$ cat src/rtl/mem_access_stage_if.sv
// rtl/mem_access_stage_if.sv - data-memory req/gnt/rvalid bus between MEM stage and data RAM
interface mem_access_stage_if #(
  parameter int ADDR_W = 32,
  parameter int DATA_W = 32
);
  logic              dmem_req;
  logic              dmem_we;
  logic [ADDR_W-1:0] dmem_addr;
  logic [DATA_W-1:0] dmem_wdata;
  logic              dmem_gnt;
  logic              dmem_rvalid;
  logic [DATA_W-1:0] dmem_rdata;

  modport master (
    output dmem_req, dmem_we, dmem_addr, dmem_wdata,
    input  dmem_gnt, dmem_rvalid, dmem_rdata
  );

  modport slave (
    input  dmem_req, dmem_we, dmem_addr, dmem_wdata,
    output dmem_gnt, dmem_rvalid, dmem_rdata
  );
endinterface

$ cat src/rtl/mem_access_stage.sv
// rtl/mem_access_stage.sv - MEM pipeline stage: data-memory access FSM, stall and writeback (optional MEM_TIMEOUT_EN watchdog)
module mem_access_stage #(
  parameter int ADDR_W      = 32,
  parameter int DATA_W      = 32,
  parameter int REG_AW      = 5,
  parameter int TIMEOUT_CYC = 64
) (
  input  logic              clk,
  input  logic              rst,
  input  logic              mem_mem_re,
  input  logic              mem_mem_we,
  input  logic [ADDR_W-1:0] mem_mem_addr,
  input  logic [DATA_W-1:0] mem_store_data,
  input  logic              mem_regfile_we,
  input  logic [REG_AW-1:0] mem_regfile_waddr,
  input  logic [DATA_W-1:0] mem_data,
  mem_access_stage_if.master dmem,
  output logic              stall_o,
  output logic              wb_regfile_we,
  output logic [REG_AW-1:0] wb_regfile_waddr,
  output logic [DATA_W-1:0] wb_data,
  output logic              mem_err
);

  typedef enum logic [1:0] {IDLE, REQ, WAIT, RESP} state_t;

  state_t            state_q, state_d;
  logic [ADDR_W-1:0] addr_q, addr_d;
  logic [DATA_W-1:0] wdata_q, wdata_d;
  logic              we_q, we_d;
  logic              rf_we_q, rf_we_d;
  logic [REG_AW-1:0] rf_waddr_q, rf_waddr_d;
  logic              wb_we_q, wb_we_d;
  logic [REG_AW-1:0] wb_waddr_q, wb_waddr_d;
  logic [DATA_W-1:0] wb_data_q, wb_data_d;
  logic              stall_c;
  logic              req_c;
  logic              err_c;

`ifdef MEM_TIMEOUT_EN
  localparam int CNT_W = (TIMEOUT_CYC > 2) ? $clog2(TIMEOUT_CYC) : 1;
  localparam logic [CNT_W-1:0] CNT_LIM = CNT_W'(TIMEOUT_CYC - 1);
  logic [CNT_W-1:0] cnt_q, cnt_d;
`else
  logic unused_timeout_cfg;
  assign unused_timeout_cfg = (TIMEOUT_CYC == 0);
`endif

  // Next-state, latched access fields, writeback fields and combinational bus/stall outputs
  always_comb begin
    state_d    = state_q;
    addr_d     = addr_q;
    wdata_d    = wdata_q;
    we_d       = we_q;
    rf_we_d    = rf_we_q;
    rf_waddr_d = rf_waddr_q;
    wb_we_d    = wb_we_q;
    wb_waddr_d = wb_waddr_q;
    wb_data_d  = wb_data_q;
    stall_c    = 1'b0;
    req_c      = 1'b0;
    err_c      = 1'b0;
`ifdef MEM_TIMEOUT_EN
    cnt_d      = cnt_q;
`endif
    case (state_q)
      IDLE: begin
        if (mem_mem_re | mem_mem_we) begin
          // Store wins when both are set; the writeback slot becomes a bubble
          stall_c    = 1'b1;
          addr_d     = mem_mem_addr;
          wdata_d    = mem_store_data;
          we_d       = mem_mem_we;
          rf_we_d    = mem_regfile_we;
          rf_waddr_d = mem_regfile_waddr;
          wb_we_d    = 1'b0;
          state_d    = REQ;
`ifdef MEM_TIMEOUT_EN
          cnt_d      = '0;
`endif
        end else begin
          wb_we_d    = mem_regfile_we;
          wb_waddr_d = mem_regfile_waddr;
          wb_data_d  = mem_data;
        end
      end
      REQ: begin
        stall_c = 1'b1;
        req_c   = 1'b1;
        if (dmem.dmem_gnt) begin
          state_d = we_q ? RESP : WAIT;
        end
      end
      WAIT: begin
        stall_c = 1'b1;
        if (dmem.dmem_rvalid) begin
          wb_we_d    = rf_we_q;
          wb_waddr_d = rf_waddr_q;
          wb_data_d  = dmem.dmem_rdata;
          state_d    = RESP;
        end
      end
      RESP: begin
        // Upstream advances this cycle; its inputs are not yet the next instruction
        wb_we_d = 1'b0;
        state_d = IDLE;
      end
      default: state_d = IDLE;
    endcase
`ifdef MEM_TIMEOUT_EN
    if (state_q == REQ || state_q == WAIT) begin
      cnt_d = cnt_q + 1'b1;
      // Abandon the access; a grant arriving in this cycle is not seen since req is withdrawn
      if (cnt_q == CNT_LIM && !(state_q == WAIT && dmem.dmem_rvalid)) begin
        err_c     = 1'b1;
        req_c     = 1'b0;
        wb_we_d   = 1'b0;
        wb_data_d = '0;
        state_d   = RESP;
      end
    end
`endif
  end

  // State and datapath registers with synchronous reset
  always_ff @(posedge clk) begin
    if (rst) begin
      state_q    <= IDLE;
      addr_q     <= '0;
      wdata_q    <= '0;
      we_q       <= 1'b0;
      rf_we_q    <= 1'b0;
      rf_waddr_q <= '0;
      wb_we_q    <= 1'b0;
      wb_waddr_q <= '0;
      wb_data_q  <= '0;
`ifdef MEM_TIMEOUT_EN
      cnt_q      <= '0;
`endif
    end else begin
      state_q    <= state_d;
      addr_q     <= addr_d;
      wdata_q    <= wdata_d;
      we_q       <= we_d;
      rf_we_q    <= rf_we_d;
      rf_waddr_q <= rf_waddr_d;
      wb_we_q    <= wb_we_d;
      wb_waddr_q <= wb_waddr_d;
      wb_data_q  <= wb_data_d;
`ifdef MEM_TIMEOUT_EN
      cnt_q      <= cnt_d;
`endif
    end
  end

  // Combinational controls are forced low while reset is held so a mid-access reset drops req at once
  assign stall_o          = stall_c & ~rst;
  assign dmem.dmem_req    = req_c & ~rst;
  assign dmem.dmem_we     = we_q;
  assign dmem.dmem_addr   = addr_q;
  assign dmem.dmem_wdata  = wdata_q;
  assign wb_regfile_we    = wb_we_q;
  assign wb_regfile_waddr = wb_waddr_q;
  assign wb_data          = wb_data_q;
`ifdef MEM_TIMEOUT_EN
  assign mem_err          = err_c & ~rst;
`else
  assign mem_err          = 1'b0 & err_c;
`endif

endmodule

$ cat src/flat_wrapper.sv
// flat-port wrapper written by rule: the top's interface ports become plain ports
module mem_access_stage_flat 
#(
  parameter int ADDR_W      = 32,
  parameter int DATA_W      = 32,
  parameter int REG_AW      = 5,
  parameter int TIMEOUT_CYC = 64
)
  (clk, rst, mem_mem_re, mem_mem_we, mem_mem_addr, mem_store_data, mem_regfile_we, mem_regfile_waddr, mem_data, stall_o, wb_regfile_we, wb_regfile_waddr, wb_data, mem_err, dmem_dmem_req, dmem_dmem_we, dmem_dmem_addr, dmem_dmem_wdata, dmem_dmem_gnt, dmem_dmem_rvalid, dmem_dmem_rdata);
  mem_access_stage_if #(.ADDR_W(ADDR_W), .DATA_W(DATA_W)) dmem_i ();
  input  logic clk;
  input  logic rst;
  input  logic mem_mem_re;
  input  logic mem_mem_we;
  input  logic [ADDR_W-1:0] mem_mem_addr;
  input  logic [DATA_W-1:0] mem_store_data;
  input  logic mem_regfile_we;
  input  logic [REG_AW-1:0] mem_regfile_waddr;
  input  logic [DATA_W-1:0] mem_data;
  output logic stall_o;
  output logic wb_regfile_we;
  output logic [REG_AW-1:0] wb_regfile_waddr;
  output logic [DATA_W-1:0] wb_data;
  output logic mem_err;
  output wire logic [$bits(dmem_i.dmem_req)-1:0] dmem_dmem_req;
  output wire logic [$bits(dmem_i.dmem_we)-1:0] dmem_dmem_we;
  output wire logic [$bits(dmem_i.dmem_addr)-1:0] dmem_dmem_addr;
  output wire logic [$bits(dmem_i.dmem_wdata)-1:0] dmem_dmem_wdata;
  input wire logic [$bits(dmem_i.dmem_gnt)-1:0] dmem_dmem_gnt;
  input wire logic [$bits(dmem_i.dmem_rvalid)-1:0] dmem_dmem_rvalid;
  input wire logic [$bits(dmem_i.dmem_rdata)-1:0] dmem_dmem_rdata;
  assign dmem_dmem_req = dmem_i.dmem_req;
  assign dmem_dmem_we = dmem_i.dmem_we;
  assign dmem_dmem_addr = dmem_i.dmem_addr;
  assign dmem_dmem_wdata = dmem_i.dmem_wdata;
  assign dmem_i.dmem_gnt = dmem_dmem_gnt;
  assign dmem_i.dmem_rvalid = dmem_dmem_rvalid;
  assign dmem_i.dmem_rdata = dmem_dmem_rdata;
  mem_access_stage #(.ADDR_W(ADDR_W), .DATA_W(DATA_W), .REG_AW(REG_AW), .TIMEOUT_CYC(TIMEOUT_CYC)) u_core (.clk(clk), .rst(rst), .mem_mem_re(mem_mem_re), .mem_mem_we(mem_mem_we), .mem_mem_addr(mem_mem_addr), .mem_store_data(mem_store_data), .mem_regfile_we(mem_regfile_we), .mem_regfile_waddr(mem_regfile_waddr), .mem_data(mem_data), .dmem(dmem_i), .stall_o(stall_o), .wb_regfile_we(wb_regfile_we), .wb_regfile_waddr(wb_regfile_waddr), .wb_data(wb_data), .mem_err(mem_err));
endmodule
$ cat config.mk
export PLATFORM = sky130hd
export DESIGN_NAME = mem_access_stage_flat
export DESIGN_NICKNAME = d
export VERILOG_FILES = /design/src/rtl/mem_access_stage_if.sv /design/src/rtl/mem_access_stage.sv /design/src/flat_wrapper.sv
export SDC_FILE = /design/constraint.sdc
export NUM_CORES = 1
export LEC_CHECK = 0
export CELL_PAD_IN_SITES_DETAIL_PLACEMENT = 1
export CELL_PAD_IN_SITES_GLOBAL_PLACEMENT = 2
export CORE_MARGIN = 5
export CORE_UTILIZATION = 21
export CTS_BUF_LIST = sky130_fd_sc_hd__clkbuf_8 sky130_fd_sc_hd__clkbuf_16
export CTS_CLUSTER_SIZE = 25
export DETAILED_ROUTE_END_ITERATION = 8
export GPL_ROUTABILITY_DRIVEN = 0
export MAX_ROUTING_LAYER = met4
export PLACE_DENSITY_LB_ADDON = 0.12
export SYNTH_ARGS = -nofsm -noshare
export SYNTH_HDL_FRONTEND = slang
export SYNTH_SLANG_ARGS = --single-unit
$ cat constraint.sdc
create_clock -name clk -period 2.4 [get_ports clk]
set_input_delay 0.48 -clock clk [delete_from_list [all_inputs] [get_ports clk]]
set_output_delay 0.48 -clock clk [all_outputs]
set_load 0.05 [all_outputs]
==> impl_results.md, run 1 <==
* Leakage at about 2.7 nW
* Synthesis Warnings at 0
* Final Slew Violations at 0
* TritonCTS buffer count at 9
* Clk pin slew, worst setup/hold paths at roughly 0.070 ns
* Wirelength, routed at 17200 um
* First-pass GRT wire length at 26400 um
* Slew HR at roughly 28%
* Vias per Instance at 4.43
* Clock root buffer: clkbuf_16
* Non-Filler Instances at 1017
* Routed Antenna Nets at 0
* Synth Flop Type: dfxtp_1
* Total number of vias at 4505
* Fin crit share at between 90% and 100%
* Count leader, synth: nand2_1
* Period minus WS final at 2.27 ns
* Slew @ Worst Pin at 1.08 ns
* Setup Skew at a little over 0.007 ns
* Final Setup Violations at 0
* Largest net degree at the start of global routing at 109
* Seq/Total Area, Yosys at 48.5%
* Syn_nets at ~660
* Die width at 158 um
* Dpl hpwl at 12200 um
* P per Cell Area at 1340 nW/um2
* CP Capture Type: output pin
* GR Util met1 at 16.7%
* Pwr Total at 10.1 mW
* Placed Cells at about 1000
* Worst-path fanout max at 5
* Avg WL per Cell at 16.9 um
* Top cells by area, synth: dfxtp_1, a21oi_1, nand2_1
* Worst R2R Path Depth at 6
* H-tree depth at 3
* Ratio of cells with drive above 1 in the final layout at 8.55%
* PnR worst setup slack at approximately 0.13 ns
* Layout area overhead at 64.9%
* Post-synth top area share at 48.5%
* IO Port Bufs at 244
* Core footprint at 21700 um2
* Fin Setup TNS at 0 ns
* WP data required at ~1.9 ns
* Tot GR Track Use at 13.8%
* Run status: finished, final reports clean
* Rows at 54
* Clk_lat worst skew at 0.35 ns
* Antenna violations before repair at 0
* Netlist Area Pre-Place at 4590 um2
* Routing usage on met2 at between 20% and 30%
* R2R Path End: u_core.wb_regfile_waddr[4]$_SDFFE_PP0P_
* Ys async rst share at 0%
* Fmax at 0.440 GHz
* Met3 Use GR at 4.87%
* VDD IR max at 0.000567 V
* CP arrival at ~1.8 ns
* FF-to-FF setup slack at 0.35 ns
* I/O Pins at 246
* Leading area contributor after synthesis: dfxtp_1
* CTS tree: built
* Clock Path Buffers at 2
* Total Nets Final at 879
* Top Usage Layer GRT: met2
* Avg Inst Size Synth at 8.90 um2
* Die area at 24900 um2
* Hold Vio Cnt, Final at 0
* EDFF count, synth at 0
* Post-synth cell types at 33
* Startpoint Class: flop
* Top cells by count, synth: nand2_1, dfxtp_1, a21oi_1
* DR pass1 iterations at 4
* Initial DRC Count at 116
* Die span in y at 158 um
* Max Cap Violations at 0
* Kind of critical path: reg -> out
* Synth Register Bits at 111
* Min-delay worst type: reg -> reg
* Total setup buffers inserted after CTS at 0
* Critical Path Sink: stall_o
* Worst Setup SP: u_core.state_q[1]$_SDFFE_PP0P_
* Initial Util at 21.1%
* Antenna Cells at 0
* DRC at 0
* Grt ovf at 0
* Place WS at 0.191 ns
* Cells after Synth at 515
* Reg2Reg Launch Point: u_core.state_q[0]$_SDFFE_PP0P_
* Clk sinks at roughly 110
* Vias in the first global route at 4884
* Worst Hold Slack at about 0.46 ns
-- how the worst min path moves through the flow --
stage                                                       from                                     end  slack, ns  cells after the start
after global placement         u_core.rf_waddr_q[3]$_SDFFE_PP0P_       u_core.rf_waddr_q[3]$_SDFFE_PP0P_       0.44                      2
after global routing      u_core.dmem.dmem_wdata[9]$_SDFFE_PP0P_  u_core.dmem.dmem_wdata[9]$_SDFFE_PP0P_       0.48                      2
final                     u_core.dmem.dmem_addr[30]$_SDFFE_PP0P_  u_core.dmem.dmem_addr[30]$_SDFFE_PP0P_       0.46                      2
after floorplan                u_core.rf_waddr_q[0]$_SDFFE_PP0P_       u_core.rf_waddr_q[0]$_SDFFE_PP0P_       0.44                      2
after CTS                 u_core.dmem.dmem_addr[30]$_SDFFE_PP0P_  u_core.dmem.dmem_addr[30]$_SDFFE_PP0P_       0.46                      2
after detailed placement  u_core.dmem.dmem_addr[30]$_SDFFE_PP0P_  u_core.dmem.dmem_addr[30]$_SDFFE_PP0P_       0.45                      2
-- cells in the final DEF (no fill, tap or decap), types with 2 or more instances in the layout --
cell type / netlist / layout
a31oi_1: 2 / 2
nand2b_1: 2 / 2
clkbuf_8: 0 / 2
a211oi_1: 7 / 7
clkinv_4: 0 / 2
dfxtp_1: 111 / 111
inv_1: 2 / 3
buf_4: 1 / 7
nand2_1: 142 / 142
ha_1: 7 / 5
mux2i_1: 37 / 37
a211oi_2: 30 / 30
clkdlybuf4s50_1: 0 / 241
ha_2: 0 / 2
clkbuf_16: 0 / 9
buf_12: 0 / 4
a21oi_1: 110 / 110
nor2b_1: 2 / 2
-- cell families after synthesis --
logic type / synth area share (%)
buffers and inverters: 5.13
multiplexers: 8.40
other: 0.0818
flip-flops: 48.5
AND/OR/NAND/NOR: 13.6
AO/OA/AOI/OAI: 22.5
adder cells (fa/ha/maj): 1.91
-- stage by stage --
step,utilization [%],area (um2)
6_report,34.9,7560
5_1_grt,34.9,7560
4_1_cts,34.8,7560
3_5_place_dp,33.5,7270
3_3_place_gp,33.5,7270
2_1_floorplan,-,4590
-- power by group --
| group | leakage (nW) | switching (mW) | internal (mW) | total, mW |
|---|---|---|---|---|
| sequential | 0.916 | 0.288 | 2.38 | 2.67 |
| combinational | 1.60 | 3.91 | 2.08 | 5.99 |
| clock | 0.143 | 0.707 | 0.761 | 1.47 |
-- registers in the layout (all words and copies together) (netlist names) --
register                 count
u_core.dmem.dmem_we          1
u_core.wb_regfile_waddr      5
u_core.dmem.dmem_wdata      32
u_core.wb_data              32
u_core.dmem.dmem_addr       32
u_core.rf_we_q               1
u_core.wb_regfile_we         1
u_core.rf_waddr_q            5
u_core.state_q               2
-- critical path, cell delays in order (launching register included) --
cell and delay, ns:
dfxtp_1 0.37, inv_1 0.17, ha_2 0.27, o21a_2 0.19, nor2_1 0.06, nor3_2 0.21
buf_12 0.18
-- cell type report --
class	instances	area, um2
clock buffers	11	253
clock inverters	5	33.8
fillers	2464	14100
inverters	2	7.51
multi-input cells	356	2150
flip-flops and latches	111	2220
well taps	280	350
repair buffers	252	2540
-- per-layer routing --
metal,vias up,share of wire [%],wire length [um]
met2,157,46,7830
met4,0,1.6,273
li1,2188,-,-
met3,18,9.1,1560
met1,2142,44,7520
met5,-,0,0
-- what timing repair did --
| item | CTS | global route |
|---|---|---|
| gates resized for setup | 0 | 1 |
| hold endpoints to repair | 0 | 0 |
| endpoints found under the setup margin | 0 | 1 |
| hold buffers | 0 | 0 |
Note: power is estimated with default switching activity, not from simulation.
==> run 2, diff against run 1 <==
--- a/config.mk
+++ b/config.mk
@@ -13,6 +13,7 @@
 export CTS_CLUSTER_SIZE = 25
 export DETAILED_ROUTE_END_ITERATION = 8
 export GPL_ROUTABILITY_DRIVEN = 0
+export GPL_TIMING_DRIVEN = 0
 export MAX_ROUTING_LAYER = met4
 export PLACE_DENSITY_LB_ADDON = 0.12
 export SYNTH_ARGS = -nofsm -noshare
==> run 2 against run 1 <==
Effect of this change:
- setup slack improved by 0.0096 ns
- total power increased by 1.4%
- first-iteration DRC count decreased by 13%
- sequential cell count unchanged
- register-to-register slack about the same
- design area increased by 1.4%
- sequential share of layout area decreased by 0.42 points
- combinational power increased by 3%
- sequential power about the same
- critical path type is now in -> out
==> impl_results.md, run 2 (same netlist as run 1, synthesis figures left out) <==
* Run status: finished, final reports clean
* Vias per Instance at 4.39
* Largest net degree at the start of global routing at 18
* Non-Filler Instances at 1054
* Die span in y at 158 um
* Layout area overhead at 67.2%
* Leakage at 2.71 nW
* Clk sinks at 111
* First-pass GRT wire length at 27000 um
* Final Setup Violations at 0
* Initial DRC Count at about 100
* Total number of vias at approximately 4600
* Die width at 158 um
* WP data required at ~1.9 ns
* CTS tree: built
* Clock Path Buffers at 2
* Antenna violations before repair at 0
* DR pass1 iterations at 4
* Placed Cells at 1038
* Kind of critical path: in -> out
* Commonest cells after routing, fill and taps aside: clkdlybuf4s50_1, nand2_1, dfxtp_1, a21oi_1, mux2i_1
* P per Cell Area at ~1300 nW/um2
* Die area at roughly 25000 um2
* Fmax at 0.441 GHz
* Antenna Cells at 0
* Core footprint at 21700 um2
* PnR worst setup slack at 0.135 ns
* Wirelength, routed at 17800 um
* Slew @ Worst Pin at 0.722 ns
* Routed Antenna Nets at 0
* I/O Pins at 246
* Final Slew Violations at 0
* Grt ovf at 0
* Clk_lat worst skew at 0.34 ns
* Clock root buffer: clkbuf_16
* Seq. cell area at ~2200 um2
* Commonest non-fill, non-tap cell in the layout: clkdlybuf4s50_1
* DRC at 0
* Clk pin slew, worst setup/hold paths at approximately 0.07 ns
* Ratio of cells with drive above 1 in the final layout at 8.91%
* Startpoint Class: input pin
* Slew HR at 51.9%
* Initial Util at 21.1%
* IO Port Bufs at approximately 240
* Place WS at -0.596 ns
* Rows at 54
* Dpl hpwl at around 14000 um
* Vias in the first global route at about 5000
* Avg WL per Cell at 16.9 um
* Worst-path fanout max at 8
* CP arrival at 1.79 ns
* RSZ-0062 raised after global routing: false
* H-tree depth at 3
* Total setup buffers inserted after CTS at 0
* # fillers at 2503
* Total Nets Final at approximately 920
* Fin crit share at 94.4%
* Min-delay worst type: reg -> reg
* Area of the multi-input gates at approximately 2100 um2
* Hold Vio Cnt, Final at 0
* TritonCTS buffer count at 9
* CP Capture Type: output pin
* Period minus WS final at around 2.3 ns
* VDD IR max at 0.000386 V
* Max Cap Violations at 0
* Tot GR Track Use at between 10% and 20%
* Setup Skew at 0.00674 ns
==> run 2: cell types whose count changed in the layout (fill, tap and decap cells not counted), sizes merged <==
cell,change
clkbuf,+27
buf,+8
clkinv,-2
clkinvlp,+2
clkdlybuf4s15,+1
inv,+1
==> run 2: cell type report <==
class	instances	share of cell area (%)
Sequential cell	111	29.0
Timing Repair Buffer	243	31.7
Multi-Input combinational cell	356	28.0
Clock inverter	6	0.506
Clock buffer	10	3.12
Inverter	2	0.0979
Buffer	46	3.02
Tap cell	280	4.57
==> run 2: power breakdown <==
part / internal, mW / switching, mW
clock: 0.729 / 0.699
combinational: 2.15 / 4.00
sequential: 2.38 / 0.304
==> run 2: what timing repair did <==
action                                  in CTS  in global routing
gates resized for setup                     11                  4
hold buffers                                 0                  0
endpoints found under the setup margin       2                  1
gates cloned                                 0                  0
pin swaps                                    0                  0
==> run 2: stage by stage <==
stage / hold slack, ns / TNS (ns) / util (%) / area, um2 / total power, mW
final: 0.456 / 0 / 35.4 / 7670 / 10.3
after global routing: 0.479 / 0 / 35.4 / 7670 / 10.9
after CTS: 0.461 / 0 / 35.3 / 7660 / 10.4
after detailed placement: 0.450 / -4.53 / 34.0 / 7370 / 8.94
after global placement: 0.442 / -2.32 / 34.0 / 7370 / 8.78
after floorplan: 0.436 / 0 / - / 4590 / 6.84
==> run 2: path summary, 6_finish.rpt <==
path	from	end	slack (ns)	cells past startpoint
setup reg to reg	u_core.state_q[0]$_SDFFE_PP0P_	u_core.wb_regfile_waddr[0]$_SDFFE_PP0P_	0.34	8
hold / removal	u_core.dmem.dmem_addr[26]$_SDFFE_PP0P_	u_core.dmem.dmem_addr[26]$_SDFFE_PP0P_	0.46	2
hold reg to reg	u_core.dmem.dmem_addr[26]$_SDFFE_PP0P_	u_core.dmem.dmem_addr[26]$_SDFFE_PP0P_	0.46	2
setup / recovery	mem_mem_we	stall_o	0.13	6
==> run 2: worst max-delay path, cell delays in order <==
cell and delay, ns:
clkdlybuf4s50_1 0.56, o21a_1 0.15, buf_4 0.18, nor2_1 0.07, nor3_2 0.14, buf_6 0.19
==> run 2: layer usage <==
layer / vias up / share of wire (%) / global-route usage (%) / wire length, um
met5: - / 0 / - / 0
met4: 0 / 1.4 / 3.89 / 244
met3: 14 / 9.1 / 4.59 / 1620
met2: 159 / 46 / 22.9 / 8280
met1: 2192 / 43 / 16.8 / 7680
li1: 2267 / - / - / -
==> run 3, diff against run 2 <==
--- a/config.mk
+++ b/config.mk
@@ -8,10 +8,11 @@
 export CELL_PAD_IN_SITES_DETAIL_PLACEMENT = 1
 export CELL_PAD_IN_SITES_GLOBAL_PLACEMENT = 2
 export CORE_MARGIN = 5
-export CORE_UTILIZATION = 21
+export CORE_UTILIZATION = 34
 export CTS_BUF_LIST = sky130_fd_sc_hd__clkbuf_8 sky130_fd_sc_hd__clkbuf_16
 export CTS_CLUSTER_SIZE = 25
 export DETAILED_ROUTE_END_ITERATION = 8
+export DONT_BUFFER_PORTS = 1
 export GPL_ROUTABILITY_DRIVEN = 0
 export GPL_TIMING_DRIVEN = 0
 export MAX_ROUTING_LAYER = met4
==> run 3 against run 2 <==
Effect of this change:
- design area fell by 33%
- clock power rose by 11%
- count of clock-buffer cells in the layout rose by 2
- fmax fell by 0.17%
- critical path type is now reg -> out
- critical endpoint unchanged
==> impl_results.md, run 3 (same netlist as run 1, synthesis figures left out) <==
* Run status: finished, final reports clean
* CP arrival at 1.79 ns
* Crit path depth at 6
* CP Capture Type: output pin
* Hold Crit Depth at 2
* Non-Filler Instances at 709
* TritonCTS buffer count at 9
* Worst R2R Path Depth at 8
* Clk pin slew, worst setup/hold paths at 0.08 ns
* Critical path's largest stage delay at 0.47 ns
* Layout area overhead at 12.8%
* Startpoint Class: flop
* Avg WL per Cell at 19.3 um
* WP data required at 1.92 ns
* Vias in the first global route at 3871
* Total Nets Final at 674
* Die span in y at between 100 and 150 um
* Wirelength, routed at 13700 um
* RSZ-0062 raised after global routing: false
* Critical path's top delay family: simple AND/OR/NAND/NOR gates
* Leakage at 1.82 nW
* Total number of vias at 3657
* PnR worst setup slack at 0.131 ns
* Pwr Total at 9.21 mW
* Critical-path cell list: inv_4 -> ha_4 -> o21a_1 -> buf_6 -> nor2_1 -> nor3_4
* Slowest-stage cell, CP: nor3_4
* Worst-path fanout max at 8
* VDD IR max at 0.000699 V
* Grt ovf at 0
* Clock root buffer: clkbuf_16
* Period minus WS final at about 2.3 ns
* Slew HR at a little over half
* Initial DRC Count at 167
* Setup Skew at approximately 0.0053 ns
* Placed inst area at 4810 um2
* I/O Pins at ~250
* Vias per Instance at between 5 and 6
* Final Setup Violations at 0
* Clock Path Buffers at 2
* Fmax at 0.441 GHz
* Post-CTS Hold Buffers at 0
* Core footprint at 13200 um2
* Antenna violations before repair at 1
* Slew @ Worst Pin at 0.718 ns
* Clk_lat worst skew at 0.35 ns
* Min-delay worst type: in -> reg
* Commonest non-fill, non-tap cell in the layout: nand2_1
* H-tree depth at 3
* Largest net degree at the start of global routing at 18
* IO Port Bufs at 0
* Hold Vio Cnt, Final at 0
* Ratio of cells with drive above 1 in the final layout at a little over an eighth
* Place WS at -0.0534 ns
* Fin crit share at 94.5%
* Kind of critical path: reg -> out
* DRC at 0
* Initial Util at 34.6%
* Final instance area at 5170 um2
* Rows at 42
* Routed Antenna Nets at 0
* P per Cell Area at 1780 nW/um2
* First-pass GRT wire length at 21700 um
* Clk sinks at 111
* Die area at roughly 16000 um2
* Final Slew Violations at 0
* Die width at 126 um
* Placed Cells at between 600 and 700
* DR pass1 iterations at 4
* Tot GR Track Use at 17.6%
* CTS tree: built
* Fin Setup TNS at 0 ns
* Dpl hpwl at 10400 um
* Worst path bufs/invs at 2
* Commonest cells after routing, fill and taps aside: nand2_1, a21oi_1, dfxtp_1, mux2i_1, a211oi_2
* Max Cap Violations at 0
[run 3: changes by cell type in the layout (fill, tap and decap cells not counted), sizes merged]
cell / change
clkbuf: +2
clkdlybuf4s15: -1
clkinvlp: -2
diode: +1
clkdlybuf4s50: -241
inv: -1
bufinv: +1
[run 3: power by group]
part / switching, mW / leakage [nW] / internal (mW)
registers: 2.08 / 0.917 / 2.39
logic: 1.95 / 0.744 / 1.21
clock network: 0.688 / 0.155 / 0.898
total: 4.71 / 1.82 / 4.49
[run 3: worst paths after layout]
path                                           from                                       to  slack, ns
setup / recovery     u_core.state_q[0]$_SDFFE_PP0P_                                  stall_o       0.13
hold / removal                     mem_mem_addr[10]   u_core.dmem.dmem_addr[10]$_SDFFE_PP0P_       0.25
setup reg to reg     u_core.state_q[0]$_SDFFE_PP0P_  u_core.wb_regfile_waddr[3]$_SDFFE_PP0P_       0.46
hold reg to reg   u_core.rf_waddr_q[4]$_SDFFE_PP0P_        u_core.rf_waddr_q[4]$_SDFFE_PP0P_       0.46
[run 3: layout make-up]
type	instances	area [um2]
clock inverters	4	51.3
plain buffers	46	234
well taps	176	220
fillers	1562	8070
repair buffers	1	7.51
multi-input cells	356	2150
flip-flops and latches	111	2220
clock buffers	12	267
diodes	1	2.50
inverters	2	10.0
[run 3: timing repair]
item                       4_1_cts  5_1_grt
setup endpoints to repair        2        2
setup buffers                    1        0
gates resized for setup          8        3
pin swaps                        1        1
[run 3: layer usage]
| layer | part of all wire, % | GRT usage [%] | vias up |
|---|---|---|---|
| met2 | 50 | 29.5 | 146 |
| li1 | - | - | 1785 |
| met4 | 1.1 | 4.04 | 0 |
| met3 | 10 | 8.51 | 11 |
| met1 | 39 | 18.8 | 1715 |
| met5 | 0 | - | - |
[run 3: through the flow]
stage,util [%],hold WS (ns)
2_1_floorplan,-,0.436
3_3_place_gp,36.3,0.442
3_5_place_dp,36.3,0.450
4_1_cts,39.0,0.237
5_1_grt,39.0,0.234
6_report,39.0,0.252
